===== src/rtl/output_deskew_pkg.sv =====
// Shared constants and types for the output deskew stage.
package output_deskew_pkg;

  localparam int INT_WIDTH                = 16;
  localparam int OUTPUT_DESKEW_FIFO_DEPTH = 4;

  // One lane result; a row is LANES of these.
  typedef logic [INT_WIDTH-1:0] lane_t;

endpackage


===== src/rtl/deskew_row_fifo.sv =====
// Row FIFO for aligned wavefronts: first-word fall-through head, level-derived
// full/empty, and push accepted when full only if a pop happens in the same cycle.
module deskew_row_fifo #(
  parameter int WIDTH = 16,
  parameter int LANES = 8,
  parameter int DEPTH = 4
) (
  input  logic                          clk_i,
  input  logic                          rst_async_n_i,
  input  logic                          push,
  input  logic [LANES-1:0][WIDTH-1:0]   push_data,
  input  logic                          pop,
  output logic [LANES-1:0][WIDTH-1:0]   head_data,
  output logic                          not_empty,
  output logic                          full,
  output logic [$clog2(DEPTH+1)-1:0]    level
);

  localparam int PW = $clog2(DEPTH);
  localparam int LW = $clog2(DEPTH + 1);

  logic [LANES-1:0][WIDTH-1:0] mem [DEPTH];
  logic [PW-1:0]               wr_ptr;
  logic [PW-1:0]               rd_ptr;
  logic [LW-1:0]               level_q;
  logic                        do_push;
  logic                        do_pop;

  assign full      = (level_q == LW'(DEPTH));
  assign not_empty = (level_q != '0);
  assign do_pop    = pop & not_empty;
  // When full, the write slot equals the head slot; the simultaneous pop frees it.
  assign do_push   = push & (~full | do_pop);
  assign head_data = mem[rd_ptr];
  assign level     = level_q;

  // Storage, pointers and occupancy update.
  always_ff @(posedge clk_i or negedge rst_async_n_i) begin
    if (!rst_async_n_i) begin
      for (int k = 0; k < DEPTH; k++) mem[k] <= '0;
      wr_ptr  <= '0;
      rd_ptr  <= '0;
      level_q <= '0;
    end else begin
      if (do_push) begin
        mem[wr_ptr] <= push_data;
        wr_ptr      <= wr_ptr + 1'b1;
      end
      if (do_pop) rd_ptr <= rd_ptr + 1'b1;
      case ({do_push, do_pop})
        2'b10:   level_q <= level_q + 1'b1;
        2'b01:   level_q <= level_q - 1'b1;
        default: level_q <= level_q;
      endcase
    end
  end

endmodule


===== src/rtl/output_deskew.sv =====
// Realigns the diagonal wavefront from the systolic array into row vectors and
// buffers them for a valid/ready consumer. Lane i is delayed LANES-1-i cycles.
// Optional build macro OUTPUT_DESKEW_ERR_CHECK_EN enables the sticky
// misalign/overflow flags; without it the flags read 0 and err_clr_i is ignored.
module output_deskew
  import output_deskew_pkg::*;
#(
  parameter int WIDTH      = INT_WIDTH,
  parameter int LANES      = 8,
  parameter int FIFO_DEPTH = OUTPUT_DESKEW_FIFO_DEPTH
) (
  input  logic                              clk_i,
  input  logic                              rst_async_n_i,
  input  logic [LANES-1:0][WIDTH-1:0]       lane_data_i,
  input  logic [LANES-1:0]                  lane_valid_i,
  output logic [LANES-1:0][WIDTH-1:0]       row_data_o,
  output logic                              row_valid_o,
  input  logic                              row_ready_i,
  output logic [$clog2(FIFO_DEPTH+1)-1:0]   fifo_level_o,
  input  logic                              err_clr_i,
  output logic                              misalign_err_o,
  output logic                              overflow_err_o
);

  logic [LANES-1:0][WIDTH-1:0] dly_data;
  logic [LANES-1:0]            dly_valid;
  logic                        aligned;
  logic                        partial;
  logic                        pop;
  logic                        full;
  logic                        overflow_evt;

  for (genvar i = 0; i < LANES; i++) begin : g_lane
    localparam int DLY = LANES - 1 - i;
    if (DLY == 0) begin : g_pass
      assign dly_data[i]  = lane_data_i[i];
      assign dly_valid[i] = lane_valid_i[i];
    end else begin : g_dly
      logic [WIDTH-1:0] d_q [DLY];
      logic [DLY-1:0]   v_q;

      // Free-running shift line; the array cannot be stalled.
      always_ff @(posedge clk_i or negedge rst_async_n_i) begin
        if (!rst_async_n_i) begin
          for (int k = 0; k < DLY; k++) d_q[k] <= '0;
          v_q <= '0;
        end else begin
          d_q[0] <= lane_data_i[i];
          v_q[0] <= lane_valid_i[i];
          for (int k = 1; k < DLY; k++) begin
            d_q[k] <= d_q[k-1];
            v_q[k] <= v_q[k-1];
          end
        end
      end

      assign dly_data[i]  = d_q[DLY-1];
      assign dly_valid[i] = v_q[DLY-1];
    end
  end

  assign aligned      = &dly_valid;
  assign partial      = (|dly_valid) & ~aligned;
  assign pop          = row_valid_o & row_ready_i;
  assign overflow_evt = aligned & full & ~pop;

  deskew_row_fifo #(
    .WIDTH (WIDTH),
    .LANES (LANES),
    .DEPTH (FIFO_DEPTH)
  ) u_fifo (
    .clk_i         (clk_i),
    .rst_async_n_i (rst_async_n_i),
    .push          (aligned),
    .push_data     (dly_data),
    .pop           (pop),
    .head_data     (row_data_o),
    .not_empty     (row_valid_o),
    .full          (full),
    .level         (fifo_level_o)
  );

`ifdef OUTPUT_DESKEW_ERR_CHECK_EN
  logic misalign_q;
  logic overflow_q;

  // Sticky flags; a new error in the clear cycle keeps the flag set.
  always_ff @(posedge clk_i or negedge rst_async_n_i) begin
    if (!rst_async_n_i) begin
      misalign_q <= 1'b0;
      overflow_q <= 1'b0;
    end else begin
      misalign_q <= (misalign_q & ~err_clr_i) | partial;
      overflow_q <= (overflow_q & ~err_clr_i) | overflow_evt;
    end
  end

  assign misalign_err_o = misalign_q;
  assign overflow_err_o = overflow_q;
`else
  logic unused_err;
  assign unused_err     = ^{err_clr_i, partial, overflow_evt};
  assign misalign_err_o = 1'b0;
  assign overflow_err_o = 1'b0;
`endif

endmodule


===== config.mk =====
export PLATFORM = sky130hd
export DESIGN_NAME = output_deskew
export DESIGN_NICKNAME = d
export VERILOG_FILES = /design/src/rtl/output_deskew_pkg.sv /design/src/rtl/deskew_row_fifo.sv /design/src/rtl/output_deskew.sv
export SDC_FILE = /design/constraint.sdc
export NUM_CORES = 1
export LEC_CHECK = 0
export CAP_MARGIN = 25
export CORE_MARGIN = 2
export CORE_UTILIZATION = 55
export DETAILED_ROUTE_END_ITERATION = 16
export PLACE_DENSITY_LB_ADDON = 0.25
export SLEW_MARGIN = 40
export SYNTH_ARGS = -nofsm -noshare
export SYNTH_HDL_FRONTEND = slang
export SYNTH_SLANG_ARGS = --single-unit

===== constraint.sdc =====
create_clock -name clk_i -period 3.1 [get_ports clk_i]
set_clock_uncertainty 0.1 [all_clocks]
set_input_delay 0.93 -clock clk_i [delete_from_list [all_inputs] [get_ports clk_i]]
set_output_delay 0.93 -clock clk_i [all_outputs]
set_load 0.02 [all_outputs]

==> impl_table.tex, run 1 <==
\begin{tabular}{lr}
\hline
Metric & Value \\
\hline
\multicolumn{2}{l}{\textbf{Status}} \\
Run status & complete, but fails checks \\
Violations in the final reports & negative setup slack \\
\multicolumn{2}{l}{\textbf{Timing}} \\
Final critical delay including setup and external delays & 3.403 ns \\
Final hold viol count & 0 \\
Least setup slack across all paths after layout & -0.3031 ns \\
Setup repair after global routing missed its margin & yes \\
Maximum achievable frequency & 293.9 MHz \\
Worst-Margin Slew & 0.5862 ns \\
Total negative slack & -21.19 ns \\
Max Transition Viols Final & 0 \\
Headroom to the max-slew limit & 60.92\% \\
Post-route clock period utilization & 109.8\% \\
Final-report setup violation count & 122 \\
\multicolumn{2}{l}{\textbf{Logic synthesis}} \\
Yosys warning total & 0 \\
Post-Syn Area & 36540 sq um \\
Share of the yosys chip area belonging to registers & 68.14\% \\
Netlist cell types & 27 \\
Largest cells by area after synthesis & sky130\_fd\_sc\_hd\_\_dfrtp\_1, sky130\_fd\_sc\_hd\_\_mux2\_4, sky130\_fd\_sc\_hd\_\_mux4\_2, sky130\_fd\_sc\_hd\_\_buf\_12, sky130\_fd\_sc\_hd\_\_mux2\_2 \\
Post-Synthesis Cells & 1755 \\
Dominant cell type by area after synthesis & sky130\_fd\_sc\_hd\_\_dfrtp\_1 \\
Number of synthesized register bits & 995 \\
Portion of synthesized cell area occupied by the leading cell type & 68.14\% \\
Synthesized area per cell & 20.82 sq um \\
\multicolumn{2}{l}{\textbf{Setup path}} \\
Max Fanout on Critical Path & 6 \\
Cell repeated most along the worst path & sky130\_fd\_sc\_hd\_\_buf\_6 \\
Type of the worst setup path & reg -> out \\
Buffering stage count on the worst path with inverters included & 5 \\
Kind of start point of the critical path & flop \\
Worst path arrival time & 2.37 ns \\
Slowest cell on the critical path & sky130\_fd\_sc\_hd\_\_dfrtp\_4 \\
Cell family contributing the most delay on the critical path & buffers and inverters \\
Required time worst endpoint & 2.07 ns \\
Crit. End Element & primary output \\
Cells along the critical path & buf\_6 -> clkbuf\_16 -> buf\_12 -> buf\_6 -> mux4\_2 -> buf\_6 \\
Delay of the slowest cell on the worst path & 0.54 ns \\
\multicolumn{2}{l}{\textbf{Floorplanning}} \\
Core Box Area & 65750 sq um \\
Width of the chip & 261.8 um \\
Row count & 94 \\
Initial cell density of the core & 55.58\% \\
Top-level port count & 274 \\
Die boundary height & 261.8 um \\
Total Die Area & 68510 sq um \\
\multicolumn{2}{l}{\textbf{Placement}} \\
\# port buffers & 270 \\
Placed Cells incl. Taps & 2945 \\
Pre-CTS WS & -0.2314 ns \\
HPWL after DPL & 44270 um \\
Final weighted congestion in routability-driven placement & 0.7510 \\
Post-place instance area & 41120 sq um \\
\multicolumn{2}{l}{\textbf{Route}} \\
Detailed-router iteration count before antenna repair & 5 \\
Residual DRC count & 0 \\
Iter 0 DRT Violations & 1042 \\
Antenna-violating nets left & 0 \\
Vias & 16820 \\
Overall routed net length & 71640 um \\
Mean routed wirelength per cell & 22.41 um \\
Via density per instance & 5.262 \\
\multicolumn{2}{l}{\textbf{Clocking}} \\
Longest Clk Path Bufs & 3 \\
TritonCTS Buffers & 98 \\
TritonCTS clock tree & built \\
CTS root buf & sky130\_fd\_sc\_hd\_\_clkbuf\_16 \\
Clock Latency Late Sink & 0.65 ns \\
\# clock sinks & 995 \\
\# H-tree levels & 3 \\
Clock-pin slew of the registers on the worst-case setup and hold paths & 0.06 ns \\
Number of hold buffers added after CTS & 0 \\
\multicolumn{2}{l}{\textbf{Layout}} \\
Total inserted antenna cells & 0 \\
Area of all placed cells without fillers & 45320 sq um \\
Share of layout cells above drive strength 1 & 47.45\% \\
Signed area change from the synthesized netlist to the final layout & 24.03\% \\
Non-filler cells in the finished layout & 3197 \\
Utilization after layout & 68.94\% \\
Commonest cells after routing, fill and taps aside & sky130\_fd\_sc\_hd\_\_dfrtp\_1, sky130\_fd\_sc\_hd\_\_mux2\_4, sky130\_fd\_sc\_hd\_\_clkdlybuf4s50\_1, sky130\_fd\_sc\_hd\_\_mux4\_2, sky130\_fd\_sc\_hd\_\_clkbuf\_16 \\
Leading cell type in the layout, fill and taps excluded & sky130\_fd\_sc\_hd\_\_dfrtp\_1 \\
NumNets Final & 2398 \\
\multicolumn{2}{l}{\textbf{Pwr}} \\
Leakage power total & 22.83 nW \\
Peak VDD IR & 0.0004498 V \\
Power density relative to cell area & 694.5 nW/um\^{}2 \\
\multicolumn{2}{l}{\textbf{GRT}} \\
Overall track demand over capacity in global routing & 21.35\% \\
Antenna violations before repair & 1 \\
Gr ovfl total & 0 \\
Maximum number of pins on one net before global-route repair & 104 \\
First-pass GRT wire length & 111500 um \\
Number of global-route vias before repair & 19040 \\
\multicolumn{2}{l}{\textbf{Worst hold path}} \\
Worst Hold Class & in -> async \\
\multicolumn{2}{l}{\textbf{Flow run}} \\
Max cap viols & 0 \\
\hline
\end{tabular}
synth_stat cells:
master / n
sky130_fd_sc_hd__dfrtp_1: 995
sky130_fd_sc_hd__mux2_4: 400
sky130_fd_sc_hd__mux4_2: 128
sky130_fd_sc_hd__mux2_2: 71
sky130_fd_sc_hd__buf_12: 44
sky130_fd_sc_hd__mux2_1: 42
sky130_fd_sc_hd__buf_2: 13
sky130_fd_sc_hd__clkbuf_1: 11
sky130_fd_sc_hd__buf_6: 10
sky130_fd_sc_hd__inv_1: 6
sky130_fd_sc_hd__buf_1: 5
sky130_fd_sc_hd__ha_1: 5
sky130_fd_sc_hd__nand4_4: 4
sky130_fd_sc_hd__xnor2_1: 3
sky130_fd_sc_hd__xor2_1: 3
sky130_fd_sc_hd__and4_1: 2
sky130_fd_sc_hd__buf_4: 2
sky130_fd_sc_hd__buf_8: 2
sky130_fd_sc_hd__and3_1: 1
sky130_fd_sc_hd__conb_1: 1
sky130_fd_sc_hd__fa_1: 1
sky130_fd_sc_hd__mux2i_1: 1
sky130_fd_sc_hd__nand2_1: 1
sky130_fd_sc_hd__nor2_1: 1
sky130_fd_sc_hd__o31a_1: 1
sky130_fd_sc_hd__or3_1: 1
sky130_fd_sc_hd__or4b_4: 1
kinds of logic (layout without fill, tap and decap cells):
group / Yosys count / count (layout) / synth area share [%]
flops: 995 / 995 / 68.14
mux: 642 / 642 / 27.84
buf+inv: 93 / 670 / 3.246
simple gates: 11 / 11 / 0.3732
fa+ha+maj: 6 / 6 / 0.2260
xor+xnor: 6 / 6 / 0.1438
other cells: 1 / 2 / 0.01026
compound gates: 1 / 1 / 0.02397
registers in the layout, indices dropped and copies added (netlist names):
name / cells
g_lane.g_dly.d_q: 352
dly_data: 96
u_fifo.wr_ptr: 2
u_fifo.level: 3
g_lane.g_dly.v_q: 28
u_fifo.rd_ptr: 2
u_fifo.mem: 512
routing by layer:
layer | global-route usage (%) | part of all wire (%) | up-vias
met5 | 0 | 0.018 | -
met4 | 6.392 | 2.2 | 2
met3 | 3.897 | 3.6 | 117
met2 | 34.87 | 51 | 303
met1 | 29.72 | 43 | 9141
li1 | - | - | 7261
metrics by stage:
step                      hold slack, ns  power [mW]
after global routing             0.06293       32.68
final                            0.07708       31.47
after detailed placement          0.2347       17.95
after CTS                        0.05306       30.76
after global placement            0.2311       17.88
after floorplan                   0.2312       15.99
what timing repair did:
action	in CTS	in global routing
gates cloned	2	6
endpoints found under the setup margin	128	129
pin swaps	0	0
buffers inserted	15	52
resized for setup	397	337
final timing paths:
check,startpoint,end,slack (ns),depth (start not counted)
worst max-delay path,u_fifo.rd_ptr[0],row_data_o[32],-0.30,6
worst min-delay path,rst_async_n_i,g_lane[6].g_dly.d_q[4],0.08,1
worst max register to register,u_fifo.level[0],u_fifo.level[2],0.63,9
worst min register to register,g_lane[0].g_dly.d_q[81],g_lane[0].g_dly.d_q[65],0.22,0
max in group asynchronous,rst_async_n_i,u_fifo.mem[290],1.84,2
min in group clk_i,g_lane[0].g_dly.d_q[81],g_lane[0].g_dly.d_q[65],0.22,0
layout make-up:
cell class              instances  area [sq um]
fillers                      4108         20420
multi-input cells             668         10460
inverters                       6         22.52
flip-flops and latches        995         24910
clock buffers                 143          2874
clock inverters                38         545.5
repair buffers                483          5434
well taps                     864          1081
power breakdown:
group	switching (mW)	internal (mW)
combinational	2.22	2.99
sequential	0.337	13.5
clock	4.95	7.45
Power figures use the tool's default switching activity.
==> run 2, diff against run 1 <==
--- a/config.mk
+++ b/config.mk
@@ -6,8 +6,10 @@
 export NUM_CORES = 1
 export LEC_CHECK = 0
 export CAP_MARGIN = 25
+export CORE_ASPECT_RATIO = 1.5
 export CORE_MARGIN = 2
-export CORE_UTILIZATION = 55
+export CORE_UTILIZATION = 35
+export CTS_BUF_LIST = sky130_fd_sc_hd__clkbuf_2 sky130_fd_sc_hd__clkbuf_4 sky130_fd_sc_hd__clkbuf_8
 export DETAILED_ROUTE_END_ITERATION = 16
 export PLACE_DENSITY_LB_ADDON = 0.25
 export SLEW_MARGIN = 40
==> impl_table.tex, run 2 (synthesis gave the netlist of run 1 again) <==
\begin{tabular}{lr}
\hline
Metric & Value \\
\hline
\multicolumn{2}{l}{\textbf{Timing}} \\
Final critical delay including setup and external delays & 3.514 ns (+0.1112 ns) \\
Least setup slack across all paths after layout & -0.4142 ns (-0.1112 ns) \\
Final hold viol count & 0 (unchanged) \\
Post-route clock period utilization & 113.4\% (+3.6 points) \\
Max Transition Viols Final & 0 (unchanged) \\
Worst-Margin Slew & 0.6341 ns (+0.04790 ns) \\
Setup repair after global routing missed its margin & yes \\
Final-report setup violation count & 128 (+4.9\%) \\
Maximum achievable frequency & 284.6 MHz (-3.2\%) \\
Headroom to the max-slew limit & 57.73\% (-3.2 points) \\
\multicolumn{2}{l}{\textbf{Route}} \\
Detailed-router iteration count before antenna repair & 4 (-1) \\
Via density per instance & 4.464 (-15\%) \\
Vias & 17020 (+1.2\%) \\
Iter 0 DRT Violations & 735 (-29\%) \\
Residual DRC count & 0 (unchanged) \\
Overall routed net length & 78100 um (+9.0\%) \\
Mean routed wirelength per cell & 20.48 um (-8.6\%) \\
Antenna-violating nets left & 0 (unchanged) \\
\multicolumn{2}{l}{\textbf{Layout}} \\
Non-filler cells in the finished layout & 3813 (+19\%) \\
Share of layout cells above drive strength 1 & 50.14\% (+2.7 points) \\
Leading cell type in the layout, fill and taps excluded & sky130\_fd\_sc\_hd\_\_dfrtp\_1 \\
Flip-flop count of the largest register, all copies and words added & 512 (unchanged) \\
Largest Register & u\_fifo.mem \\
NumNets Final & 2435 (+1.5\%) \\
Signed area change from the synthesized netlist to the final layout & 25.99\% \\
Layout fillers & 9073 (+120\%) \\
Commonest cells after routing, fill and taps aside & sky130\_fd\_sc\_hd\_\_dfrtp\_1, sky130\_fd\_sc\_hd\_\_mux2\_4, sky130\_fd\_sc\_hd\_\_clkbuf\_8, sky130\_fd\_sc\_hd\_\_clkdlybuf4s50\_1, sky130\_fd\_sc\_hd\_\_mux4\_2 \\
\multicolumn{2}{l}{\textbf{Clocking}} \\
Longest Clk Path Bufs & 3 (unchanged) \\
TritonCTS Buffers & 155 (+58\%) \\
Clock-pin slew of the registers on the worst-case setup and hold paths & 0.07 ns (about the same) \\
\# H-tree levels & 4 (+1) \\
TritonCTS clock tree & built \\
\# clock sinks & 995 (unchanged) \\
CTS root buf & sky130\_fd\_sc\_hd\_\_clkbuf\_8 \\
Clock Latency Late Sink & 0.83 ns (+0.18 ns) \\
\multicolumn{2}{l}{\textbf{Floorplanning}} \\
Top-level port count & 274 (unchanged) \\
Width of the chip & 267.8 um (+2.3\%) \\
Die boundary height & 399.7 um (+53\%) \\
Row count & 145 (+54\%) \\
Initial cell density of the core & 35.21\% (-20 points) \\
Total Die Area & 107100 sq um (+56\%) \\
Core Box Area & 103800 sq um (+58\%) \\
\multicolumn{2}{l}{\textbf{Worst hold path}} \\
Hold EP & g\_lane[1].g\_dly.d\_q[64] \\
Worst Hold Class & reg -> reg \\
Worst hold stages & 0 \\
HP Start & g\_lane[1].g\_dly.d\_q[80] \\
\multicolumn{2}{l}{\textbf{GRT}} \\
Maximum number of pins on one net before global-route repair & 113 (+8.7\%) \\
First-pass GRT wire length & 122600 um (+9.9\%) \\
Antenna violations before repair & 12 (+11) \\
Overall track demand over capacity in global routing & 15.13\% (-6.2 points) \\
Number of global-route vias before repair & 20150 (+5.8\%) \\
Gr ovfl total & 0 (unchanged) \\
\multicolumn{2}{l}{\textbf{Placement}} \\
\# port buffers & 270 (unchanged) \\
HPWL after DPL & 49440 um (+12\%) \\
Placed Cells incl. Taps & 3495 (+19\%) \\
Final weighted congestion in routability-driven placement & 0.7358 (-2.0\%) \\
\multicolumn{2}{l}{\textbf{Setup path}} \\
Crit. End Element & primary output \\
Required time worst endpoint & 2.07 ns (about the same) \\
Max Fanout on Critical Path & 6 (unchanged) \\
Worst path arrival time & 2.48 ns (+0.11 ns) \\
Kind of start point of the critical path & flop \\
FF-to-FF Start & u\_fifo.level[0] \\
Minimum setup slack among reg-to-reg paths & 0.55 ns (-0.08 ns) \\
R2R cell count & 10 (+1) \\
Type of the worst setup path & reg -> out \\
Endpoint of the lowest-slack register-to-register path & u\_fifo.level[2] \\
\multicolumn{2}{l}{\textbf{Flow run}} \\
Max cap viols & 0 (unchanged) \\
\multicolumn{2}{l}{\textbf{Pwr}} \\
Leakage power total & 22.91 nW (+0.35\%) \\
Power density relative to cell area & 664.7 nW/um\^{}2 (-4.3\%) \\
Peak VDD IR & 0.0004307 V (-4.3\%) \\
Overall Power & 30.60 mW (-2.8\%) \\
\multicolumn{2}{l}{\textbf{Status}} \\
Run status & complete, but fails checks \\
Violations in the final reports & negative setup slack \\
\hline
\end{tabular}
[run 2: changes by cell type in the layout (fill, tap and decap cells not counted), sizes merged, moves of 2 or more]
cell	previous run	this run
clkdlybuf4s50	140	138
diode	0	2
bufinv	12	4
inv	9	15
clkinv	19	24
clkbuf	156	247
buf	329	318
[run 2: final cells by class]
class                   count  area, sq um  share of cell area [%]
diodes                      2        5.005                 0.01087
clock buffers             243         3107                   6.749
clock inverters            40        389.1                  0.8453
inverters                   6        22.52                 0.04892
multi-input cells         668        10460                   22.72
flip-flops and latches    995        24910                   54.10
well taps                1396         1747                   3.794
repair buffers            463         5400                   11.73
[run 2: repair_timing]
action	4_1_cts	5_1_grt
gates resized for setup	492	256
setup endpoints to repair	131	129
setup buffers	22	10
gates cloned	2	4
hold endpoints to repair	21	0
hold buffers	1	0
[run 2: per-stage QoR]
stage | instance area (sq um) | worst slack [ns] | hold WS (ns) | setup TNS [ns] | utilization (%)
global route | 46040 | -0.5591 | 0.2309 | -61.96 | 44.36
detailed placement | 41960 | -0.3239 | 0.2347 | -59.26 | 40.43
finish | 46040 | -0.4142 | 0.2251 | -42.92 | 44.36
global placement | 41960 | -0.3737 | 0.2316 | -59.31 | 40.43
CTS | 45620 | -0.6443 | 0.2231 | -67.24 | 43.96
floorplan | 36540 | 0.1769 | 0.2312 | 0 | -
[run 2: how the worst max path moves through the flow]
stage,startpoint,end,cells past startpoint
CTS,u_fifo.rd_ptr[0],row_data_o[14],6
floorplan,row_ready_i,u_fifo.level[2],9
global placement,row_ready_i,u_fifo.level[2],10
finish,u_fifo.rd_ptr[0],row_data_o[126],5
detailed placement,row_ready_i,u_fifo.level[2],10
global route,u_fifo.rd_ptr[0],row_data_o[126],5
[run 2: power by group]
part	internal, mW	switching, mW	leakage, nW
clock	6.78	5.29	1.86
sequential	13.5	0.319	12.7
combinational	2.54	2.15	8.31
total	22.8	7.75	22.9
[run 2: critical path, stage by stage (launching register included)]
cell	delay, ns
sky130_fd_sc_hd__dfrtp_4	0.53
sky130_fd_sc_hd__buf_12	0.19
sky130_fd_sc_hd__buf_16	0.15
sky130_fd_sc_hd__buf_12	0.11
sky130_fd_sc_hd__mux4_2	0.51
sky130_fd_sc_hd__buf_6	0.15
[run 2: routing by layer]
metal / GRT usage, % / routed length [um]
met3: 4.102 / 3710
met5: 0 / 115
met4: 5.956 / 2199
met1: 18.33 / 31470
met2: 25.61 / 40610
